--- src/rtl/lemming_bridge_pkg.sv ---
// lemming_bridge_pkg: shared types, default sizing and width helper for the
// single-lane bridge arbiter.
package lemming_bridge_pkg;

   typedef enum logic [1:0] {
      IDLE  = 2'd0,
      CROSS = 2'd1,
      COOL  = 2'd2
   } state_t;

   localparam int unsigned DEF_N            = 4;
   localparam int unsigned DEF_CROSS_CYCLES = 4;
   localparam int unsigned DEF_COOL_CYCLES  = 1;

   // Bits needed to index/count n distinct values; never less than one bit.
   function automatic int unsigned lb_width(input int unsigned n);
      return (n <= 2) ? 1 : $clog2(n);
   endfunction

endpackage

--- src/rtl/lemming_rr_pick.sv ---
// lemming_rr_pick: combinational round-robin picker. Returns the first
// eligible lemming found scanning upward from ptr, wrapping at N-1.
module lemming_rr_pick #(
   parameter int unsigned N  = 4,
   parameter int unsigned PW = 2
) (
   input  logic [N-1:0]  elig,
   input  logic [PW-1:0] ptr,
   output logic          valid,
   output logic [PW-1:0] idx
);

   logic [PW-1:0] pos;

   // Walk offsets from farthest to nearest so the nearest eligible bit wins.
   always_comb begin
      valid = |elig;
      idx   = '0;
      pos   = '0;
      for (int i = int'(N) - 1; i >= 0; i--) begin
         pos = PW'((int'(ptr) + i) % int'(N));
         if (elig[pos]) begin
            idx = pos;
         end
      end
   end

endmodule

--- src/rtl/lemming_bridge_arbiter.sv ---
// lemming_bridge_arbiter: round-robin owner of the single-lane bridge.
// Grants one eligible lemming (req & ground) at a time for CROSS_CYCLES,
// then idles for COOL_CYCLES before the next arbitration.
// Optional feature macro: LEMMING_BRIDGE_ABORT_EN -- when defined, the owner
// losing ground mid-crossing aborts the crossing and pulses aaah.
module lemming_bridge_arbiter
   import lemming_bridge_pkg::*;
#(
   parameter int unsigned N            = DEF_N,
   parameter int unsigned CROSS_CYCLES = DEF_CROSS_CYCLES,
   parameter int unsigned COOL_CYCLES  = DEF_COOL_CYCLES,
   localparam int unsigned HW          = lb_width(N)
) (
   input  logic          clk,
   input  logic          reset,
   input  logic [N-1:0]  req,
   input  logic [N-1:0]  ground,
   output logic [N-1:0]  grant,
   output logic [HW-1:0] holder,
   output logic          busy,
   output logic [N-1:0]  crossed,
   output logic          aaah
);

   localparam int unsigned CNT_MAX   = (CROSS_CYCLES > COOL_CYCLES) ? CROSS_CYCLES : COOL_CYCLES;
   localparam int unsigned CW        = lb_width(CNT_MAX);
   localparam int unsigned CROSS_END = CROSS_CYCLES - 1;
   localparam int unsigned COOL_END  = (COOL_CYCLES == 0) ? 0 : COOL_CYCLES - 1;

   state_t        state_q, state_d;
   logic [HW-1:0] ptr_q, ptr_d;
   logic [CW-1:0] cnt_q, cnt_d;
   logic [N-1:0]  grant_d;
   logic [HW-1:0] holder_d;
   logic          busy_d;
   logic [N-1:0]  crossed_d;
   logic          aaah_d;
   logic          fell;
   logic [HW-1:0] ptr_after;

   logic          pick_vld;
   logic [HW-1:0] pick_idx;

   lemming_rr_pick #(
      .N  (N),
      .PW (HW)
   ) u_pick (
      .elig  (req & ground),
      .ptr   (ptr_q),
      .valid (pick_vld),
      .idx   (pick_idx)
   );

   // Owner falling off mid-crossing; tied low when the abort feature is absent.
   always_comb begin
`ifdef LEMMING_BRIDGE_ABORT_EN
      fell = ~ground[holder];
`else
      fell = 1'b0;
`endif
   end

   // Next-state and next-output decisions; every register's next value defaults to hold/idle.
   always_comb begin
      state_d   = state_q;
      ptr_d     = ptr_q;
      cnt_d     = cnt_q;
      grant_d   = grant;
      holder_d  = holder;
      crossed_d = '0;
      aaah_d    = 1'b0;
      ptr_after = (holder == HW'(N - 1)) ? '0 : holder + 1'b1;

      case (state_q)
         IDLE: begin
            if (pick_vld) begin
               state_d  = CROSS;
               grant_d  = N'(1) << pick_idx;
               holder_d = pick_idx;
               cnt_d    = '0;
            end
         end
         CROSS: begin
            if (fell || (cnt_q == CW'(CROSS_END))) begin
               grant_d = '0;
               ptr_d   = ptr_after;
               cnt_d   = '0;
               state_d = (COOL_CYCLES == 0) ? IDLE : COOL;
               if (fell) begin
                  aaah_d = 1'b1;
               end else begin
                  crossed_d = grant;
               end
            end else begin
               cnt_d = cnt_q + 1'b1;
            end
         end
         COOL: begin
            if (cnt_q == CW'(COOL_END)) begin
               state_d = IDLE;
               cnt_d   = '0;
            end else begin
               cnt_d = cnt_q + 1'b1;
            end
         end
         default: begin
            state_d = IDLE;
            grant_d = '0;
            cnt_d   = '0;
         end
      endcase

      busy_d = (state_d != IDLE);
   end

   // State, pointer, counter and all registered outputs; reset clears everything.
   always_ff @(posedge clk) begin
      if (reset) begin
         state_q <= IDLE;
         ptr_q   <= '0;
         cnt_q   <= '0;
         grant   <= '0;
         holder  <= '0;
         busy    <= 1'b0;
         crossed <= '0;
         aaah    <= 1'b0;
      end else begin
         state_q <= state_d;
         ptr_q   <= ptr_d;
         cnt_q   <= cnt_d;
         grant   <= grant_d;
         holder  <= holder_d;
         busy    <= busy_d;
         crossed <= crossed_d;
         aaah    <= aaah_d;
      end
   end

endmodule

--- config.mk ---
export PLATFORM = sky130hd
export DESIGN_NAME = lemming_bridge_arbiter
export DESIGN_NICKNAME = d
export VERILOG_FILES = /design/src/rtl/lemming_bridge_pkg.sv /design/src/rtl/lemming_rr_pick.sv /design/src/rtl/lemming_bridge_arbiter.sv
export SDC_FILE = /design/constraint.sdc
export NUM_CORES = 1
export LEC_CHECK = 0
export CAP_MARGIN = 0
export CORE_MARGIN = 2
export CORE_UTILIZATION = 30
export DETAILED_ROUTE_END_ITERATION = 6
export PLACE_DENSITY = 0.58
export SYNTH_ARGS = -nofsm -noshare
export SYNTH_HDL_FRONTEND = slang
export SYNTH_SLANG_ARGS = --single-unit
--- constraint.sdc ---
create_clock -name clk -period 1.5 [get_ports clk]
set_clock_uncertainty 0.05 [all_clocks]
set_input_delay 0.15 -clock clk [delete_from_list [all_inputs] [get_ports clk]]
set_output_delay 0.15 -clock clk [all_outputs]
set_load 0.1 [all_outputs]
# After elaboration in Yosys (flattened, before gate mapping)
# Index checks and enable logic that the tools add are counted.
word_totals:
  output_inout_bits: 12
  input_bits: 10
  word_cells: 59
  register_bits: 17
classes:
  eq_ne: 6
  muxes: 24
  n_addsub: 5
  magnitude_cmp: 4
  bitwise_logic: 4
  shift: 1
  reduce_logical: 8
op_table:
  columns: ["cell", "n"]
  rows:
  - ["$mux 2", 11]
  - ["$lt 2x3->1 const B", 4]
  - ["$pmux 2 s3", 2]
  - ["$pmux 4 s3", 1]
  - ["$bmux 1 s2", 4]
  - ["$mux 4", 2]
  - ["$add 2x1->2 const B", 3]
  - ["$eq 2x2->1 const B", 3]
  - ["$add 2x2->2 const B", 2]
  - ["$and 4x4->4", 1]
  - ["$logic_not 2->1", 2]
  - ["$mux 1", 4]
  - ["$ne 2x2->1 const B", 2]
  - ["$reduce_and 2->1", 2]
  - ["$reduce_or 4->1", 1]
  - ["$shl 1x2->4 const A", 1]
  - ["$not 1->1", 3]
  - ["$reduce_and 3->1", 1]
  - ["$reduce_or 3->1", 1]
  - ["$eq 2x1->1 const B", 1]
  - ["$reduce_bool 2->1", 1]

# Logic depth before layout (Yosys ltp)
# Gate-level depths: netlist of run 1.
depth:
  depth_word: 10
  depth_mapped: 6
  mapped_depth_nobuf: 6

# Modules after synthesis
# Synthesis of run 1 repeated with hierarchy kept, for this count alone.
unflattened:
  hier_cells: 102
  area_unflattened_um2: 933.4
modules_own_cells:
  columns: ["module", "area_each_um2", "n_inst", "cells_per_inst", "seq_area_each_um2"]
  rows:
  - ["lemming_bridge_arbiter", 855.8, 1, 89, 340.3]
  - ["lemming_rr_pick", 77.6, 1, 13, 0.0]

# Least setup slack after synthesis of run 1
# Ideal clock, no wire load.
synth_timing:
  path_kind: "register to register"
  from: "register holder[0]"
  to: "register ptr_q[0]"
  setup_time_ns: 0.121
  arrival_ns: 1.468
  n_path_buf: 0
  synth_period_minus_slack_ns: 1.639
  setup_slack_ns: -0.139
  t_required_ns: 1.329
  stages_incl_launch_ff: 5
  path_cell_list: "dfxtp_1 ha_1 nor3_1 a21oi_1 nor2_1"
synth_via:
  elab_chain_len: 2
  elab_cells_between_ends: 3
  cone_classes: "add/sub (1); eq/ne (1); mux (1)"
synth_lines:
  columns: ["item", "line_no", "rtl"]
  rows:
  - ["start: declaration", "lemming_bridge_arbiter.sv:19", "output logic [HW-1:0] holder,"]
  - ["start signal: assignment", "lemming_bridge_arbiter.sv:132", "holder <= holder_d;"]
  - ["$add 2x1->2 or $eq 2x2->1 (tied branches)", "lemming_bridge_arbiter.sv:72", "ptr_after = (holder == HW'(N - 1)) ? '0 : holder + 1'b1;"]
  - ["$mux 2 (*)", "lemming_bridge_arbiter.sv:72", null]
  - ["end signal: assignment", "lemming_bridge_arbiter.sv:129", "ptr_q <= ptr_d;"]
  - ["end: declaration", "lemming_bridge_arbiter.sv:31", "logic [HW-1:0] ptr_q, ptr_d;"]
# Mark *: on every way between the ends. The rest lies on a longest branch, timed or not.
# A chain may end at the register's enable or synchronous reset.

# Worst setup path in the final report of run 1
layout_timing:
  from: "register state_q[1]"
  to: "register grant[1]"
layout_via:
  elab_chain_len: 3
  elab_cells_between_ends: 8
  cone_classes: "eq/ne (4); mux (1); bitwise (1); reduce/logical (2)"
layout_lines:
  columns: ["item", "line_no", "rtl"]
  rows:
  - ["start: declaration", "lemming_bridge_arbiter.sv:30", "state_t state_q, state_d;"]
  - ["start signal: assignment", "lemming_bridge_arbiter.sv:128", "state_q <= state_d;"]
  - ["$eq 2x1->1, or another cell as far along", "lemming_bridge_arbiter.sv:74", "case (state_q)"]
  - ["$ne 2x2->1 (no source line) or $not 1->1 (tied branches)", null, null]
  - ["$reduce_and 3->1 (no source line)", null, null]
  - ["end signal: assignment", "lemming_bridge_arbiter.sv:131", "grant <= grant_d;"]
  - ["end: declaration", "lemming_bridge_arbiter.sv:18", "output logic [N-1:0] grant,"]
# Several ways; a longest one is shown, not always the timed one.

==> flow_summary.yaml, run 1 <==
routing:
  drtIter0Drc: 41
  routed_wirelength_microns: 2160
  wire_per_inst_microns: 12.3
  num_vias: 812
  viasPerCell: 4.61
  antenna_left: 0
  drcViolationCount: 0
  drt_pre_antenna_iters: 4
critical_path:
  required_ns: 1.68
  end_kind: "flip-flop"
  worstPathMaxFanout: 4
  arrival_ns: 1.69
  path_class: "reg -> reg"
  cp-start-kind: "flip-flop"
floorplanning:
  core_area_sq_um: 3030
  io_pins: 22
  die_w_microns: 60.2
  die_h_microns: 60.2
  start_util_pct: 31.3
  rows: 20
  dieArea_sq_um: 3630
run_status:
  status: "finished with violations"
  violations: "setup timing"
worst_hold_path:
  hp-class: "reg -> reg"
global_route:
  grt_usage_pct: 13.3
  grt_max_degree: 11
  grt_pass1_vias: 786
  grt_antenna_before_repair: 0
  grt-ovfl-total: 0
  grt_pass1_wl_microns: 3490
cells_and_area:
  final_util_pct: 50.1
  diodes: 0
  syn_to_final_growth_pct: 59.9
  drive_above_1_share_pct: 40.9
  fillCellCount: 284
  final-instance-count-excl-fill: 176
  fin_nets: 151
power_and_ir_drop:
  power.density_nw_per_um2: 806
  ir_drop_mv: 0.451
  leakagePower_nw: 0.611
synth:
  synth_nets: 112
  yosysTopAreaCellShare_pct: 35.9
  synth-xor-area-share_pct: 0
  synth_seq_cells: 17
  yosysWarnings: 0
  synth_area_leaders: "dfxtp_1 (36%), ha_1 (11%), a2111oi_4 (5.8%)"
  yosysTopAreaCell: "dfxtp_1"
  synth-compound-area-share_pct: 26.4
  synthDistinctLibCells: 35
  synthSimpleGateAreaFrac_pct: 22.3
  syn_avg_cell_area_sq_um: 10.1
  muxShareOfSynthArea_pct: 1.19
  synth_top_family_by_area: "compound AO/OA/AOI/OAI gates"
  synthAdderAreaFrac_pct: 10.6
  synth_cells: 94
  yosysSeqAreaShare_pct: 35.9
  syn_area_sq_um: 948
sta:
  fin_crit_sh_pct: 100
  finalSetupViolCount: 1
  rsz0062_at_grt: "true"
  hold_slack_ns: 0.445
  min_period_ns: 1.50
  hold_violations: 0
  setup_ws_ns: -0.00190
  slew_violations: 0
  timing.fmax_mhz: 666
place:
  io_buffers: 20
  place_hpwl_microns: 1730
  gp_congestion: 0.870
  dp.cells: 172
clock_network:
  hold_buffers: 0
  clk_latency_ns: 0.29
  tritoncts: "yes"
  cts.sink_count: 17
  root_buffer: "clkbuf_4"
  cts_buffers: 3
  h-tree-depth: 1
  post_cts_buffers: 0
  clk_pin_slew_worst_paths_ns: 0.10
  cts_buffer_depth: 2
job:
  drv_cap: 0
==> layer usage <==
| layer | global-route usage [%] | part of all wire (%) | up-vias |
|---|---|---|---|
| li1 | - | - | 416 |
| met1 | 16.3 | 47 | 376 |
| met2 | 20.7 | 47 | 16 |
| met3 | 4.11 | 4.5 | 4 |
| met4 | 6.67 | 1.9 | 0 |
| met5 | 0 | 0 | - |
==> Yosys cell counts <==
master	instances
dfxtp_1	17
nand2_1	9
ha_1	8
and2_1	7
a21oi_1	6
nor2_1	6
inv_1	5
a32o_1	4
a2111oi_4	2
and3_1	2
nand3b_1	2
nor3_1	2
o211ai_1	2
a22o_1	1
a22oi_2	1
a311oi_2	1
a31o_4	1
and2b_1	1
and3b_1	1
buf_2	1
buf_4	1
conb_1	1
mux2_1	1
nand2_2	1
nand3_1	1
nand4_2	1
nor2b_1	1
nor4_4	1
o211a_1	1
o21a_1	1
o21ai_1	1
o21ba_1	1
o21bai_1	1
o311ai_2	1
or2_1	1
==> what timing repair did <==
action	CTS	global route
pin swaps	6	2
setup endpoints to repair	5	6
resized for setup	11	3
hold endpoints to repair	0	0
==> layout make-up <==
class                      instances  area (sq um)  share of cell area, %
multi-input combinational         70           628                   41.4
timing repair buffer              36           434                   28.6
sequential                        17           350                   23.1
tap                               44          55.1                   3.63
clock buffer                       3          22.5                   1.49
inverter                           5          21.3                   1.40
clock inverter                     1          5.00                  0.330
==> worst max-delay path, stage by stage (launching register included) <==
cell and delay, ns:
dfxtp_2 0.35, inv_2 0.06, ha_4 0.15, and2b_2 0.22, buf_6 0.12, nor4_4 0.27
a32o_1 0.21
==> stage by stage <==
stage                     setup TNS [ns]  setup slack [ns]  total power, W  cell area [sq um]
after floorplan                  -0.0163           -0.0163        0.000789                963
after global placement             -1.58            -0.214        0.000961               1440
after detailed placement           -1.76            -0.221        0.000967               1440
after CTS                        -0.0105          -0.00682         0.00123               1500
after global routing              -0.305           -0.0747         0.00129               1520
final                           -0.00190          -0.00190         0.00122               1520
==> where the power goes <==
| group | internal [W] | total, W | switching, W |
|---|---|---|---|
| clock network | 0.0000992 | 0.000245 | 0.000146 |
| registers | 0.000477 | 0.000506 | 0.0000294 |
| logic | 0.000203 | 0.000471 | 0.000268 |
==> sequential cells by signal, summed over array words and instances (netlist names) <==
signal	cells
ptr_q	2
busy	1
state_q	2
crossed	4
cnt_q	2
grant	4
holder	2
==> layout by cell type (no fill, tap or decap), types with 2 or more instances in the layout <==
| cell type | count |
|---|---|
| buf_4 | 15 |
| dfxtp_1 | 11 |
| buf_12 | 11 |
| nand2_1 | 9 |
| clkdlybuf4s50_1 | 9 |
| and2_1 | 7 |
| a21oi_1 | 6 |
| nor2_1 | 6 |
| ha_1 | 5 |
| dfxtp_2 | 5 |
| a32o_1 | 4 |
| inv_1 | 3 |
| ha_4 | 3 |
| clkbuf_4 | 3 |
| a2111oi_4 | 2 |
| and3_1 | 2 |
| nand3b_1 | 2 |
| o211ai_1 | 2 |
==> cells by family after synthesis <==
family / count (synthesis)
and+or+nand+nor: 36
AOI/OAI and AO/OA: 24
DFF: 17
adders and majority gates: 8
buffers and inverters: 7
muxes: 1
other: 1
==> final timing paths <==
path                            slack, ns                    from                endpoint  depth (start not counted)
worst min register to register       0.44  holder[1]$_SDFFE_PP0P_  holder[1]$_SDFFE_PP0P_                          2
worst min-delay path                 0.44  holder[1]$_SDFFE_PP0P_  holder[1]$_SDFFE_PP0P_                          2
worst max register to register     -0.002   state_q[1]$_SDFF_PP0_   grant[1]$_SDFFE_PP0P_                          6
worst max-delay path               -0.002   state_q[1]$_SDFF_PP0_   grant[1]$_SDFFE_PP0P_                          6
No activity file was read; power rests on OpenSTA's default activity.
==> inputs of run 2 (changes only) <==
Settings changed: CTS_BUF_LIST from default to sky130_fd_sc_hd__clkbuf_2.
==> run 2 against run 1 <==
The flow still finishes with violations (setup timing); first-iteration DRC count is 44% lower; final cell count stayed put; sequential share of layout area decreased by 0.25 points; maximum frequency fell by 0.89%; via count decreased by 0.99%; total power shrank 2.2%; highest routed layer unchanged.
==> flow_summary.yaml, run 2 (same netlist as run 1, synthesis figures left out) <==
floorplanning:
  rows: 20
  io_pins: 22
  core_area_sq_um: 3030
  die_h_microns: 60.2
  start_util_pct: 31.3
  die_w_microns: 60.2
  dieArea_sq_um: 3630
cells_and_area:
  final_cell_mix: "buf_4 (15), dfxtp_1 (11), buf_12 (11), nand2_1 (9), clkdlybuf4s50_1 (9)"
  syn_to_final_growth_pct: 61.6
  diodes: 0
  fin_nets: 151
  final_common_cell: "buf_4"
  drive_above_1_share_pct: 43.2
  final-instance-count-excl-fill: 176
  top_regs: "crossed: 4 flops, grant: 4 flops"
  fin_area_sq_um: 1530
sta:
  setup_ws_ns: -0.0154
  finalSetupViolCount: 3
  rsz0062_at_grt: "true"
  timing.fmax_mhz: 660
  slew_violations: 0
  hold_violations: 0
  min_period_ns: 1.52
  fin_crit_sh_pct: 101
  hold_slack_ns: 0.451
global_route:
  grt_max_degree: 11
  grt_pass1_vias: 808
  grt_usage_pct: 13.4
  grt_antenna_before_repair: 0
  grt_pass1_wl_microns: 3570
  grt-ovfl-total: 0
place:
  gp_congestion: 0.870
  io_buffers: 20
  place_hpwl_microns: 1730
  dp_slack_ns: -0.221
  placed_area_sq_um: 1440
  dp.cells: 172
clock_network:
  clk_latency_ns: 0.30
  post_cts_buffers: 0
  cts.sink_count: 17
  root_buffer: "clkbuf_2"
  tritoncts: "yes"
  h-tree-depth: 1
  clk_pin_slew_worst_paths_ns: 0.17
  cts_buffer_depth: 2
  cts_buffers: 3
power_and_ir_drop:
  leakagePower_nw: 0.605
  ir_drop_mv: 0.431
  power.density_nw_per_um2: 779
critical_path:
  critPathTopFamily: "simple AND/OR/NAND/NOR gates"
  arrival_ns: 1.71
  path_cells: "inv_2 -> ha_4 -> and2b_2 -> buf_6 -> nor4_4 -> a32o_1"
  end_kind: "flip-flop"
  required_ns: 1.70
  cp-start-kind: "flip-flop"
  path_class: "reg -> reg"
  cp_slowest_cell: "dfxtp_2"
  worstPathMaxFanout: 4
  critPathBufInv: 2
  max_stage_delay_ns: 0.37
worst_hold_path:
  hp-class: "reg -> reg"
routing:
  viasPerCell: 4.57
  routed_wirelength_microns: 2190
  drt_pre_antenna_iters: 4
  drtIter0Drc: 23
  num_vias: 804
  drcViolationCount: 0
  antenna_left: 0
  wire_per_inst_microns: 12.4
run_status:
  status: "finished with violations"
  violations: "setup timing"
job:
  drv_cap: 0
## run 2: tightest hold or removal path: stages, from the launching register on
cell	delay [ns]
dfxtp_2	0.38
nand2_1	0.06
a21oi_1	0.05
## run 2: final timing paths
check                                            start                      to  slack, ns  depth (start not counted)
worst max register to register   state_q[1]$_SDFF_PP0_   grant[1]$_SDFFE_PP0P_      -0.02                          6
worst min register to register  holder[1]$_SDFFE_PP0P_  holder[1]$_SDFFE_PP0P_       0.45                          2
worst max-delay path             state_q[1]$_SDFF_PP0_   grant[1]$_SDFFE_PP0P_      -0.02                          6
worst min-delay path            holder[1]$_SDFFE_PP0P_  holder[1]$_SDFFE_PP0P_       0.45                          2
## run 2: metal layers
metal	track usage, %	part of all wire (%)	up-vias
li1	-	-	415
met1	16.6	46	367
met2	21.6	47	18
met3	3.25	4.3	4
met4	6.67	1.8	0
met5	0	0	-
## run 2: timing repair
item / CTS / global route
setup endpoints to repair: 5 / 6
gates cloned: 0 / 0
gates resized for setup: 16 / 3
hold buffers: 0 / 0
pin swaps: 6 / 6
## run 2: power by group
part           internal [W]  switching (W)  total (W)  leakage, nW
Combinational      0.000206       0.000274   0.000480        0.447
Clock             0.0000604       0.000147   0.000208       0.0164
Sequential         0.000477      0.0000298   0.000507        0.141
## run 2: area by class of cell
| type | instances | area (sq um) |
|---|---|---|
| clock buffers | 3 | 15.0 |
| inverters | 5 | 21.3 |
| multi-input cells | 70 | 652 |
| fillers | 286 | 1500 |
| well taps | 44 | 55.1 |
| clock inverters | 1 | 5.00 |
| flip-flops and latches | 17 | 350 |
| repair buffers | 36 | 434 |
## run 2: metrics by stage
stage	power, W	utilization (%)	setup TNS (ns)
2_1_floorplan	0.000789	-	-0.0163
3_3_place_gp	0.000961	47.4	-1.58
3_5_place_dp	0.000967	47.4	-1.76
4_1_cts	0.00120	50.0	-0.0341
5_1_grt	0.00126	50.6	-0.343
6_report	0.00119	50.6	-0.0286
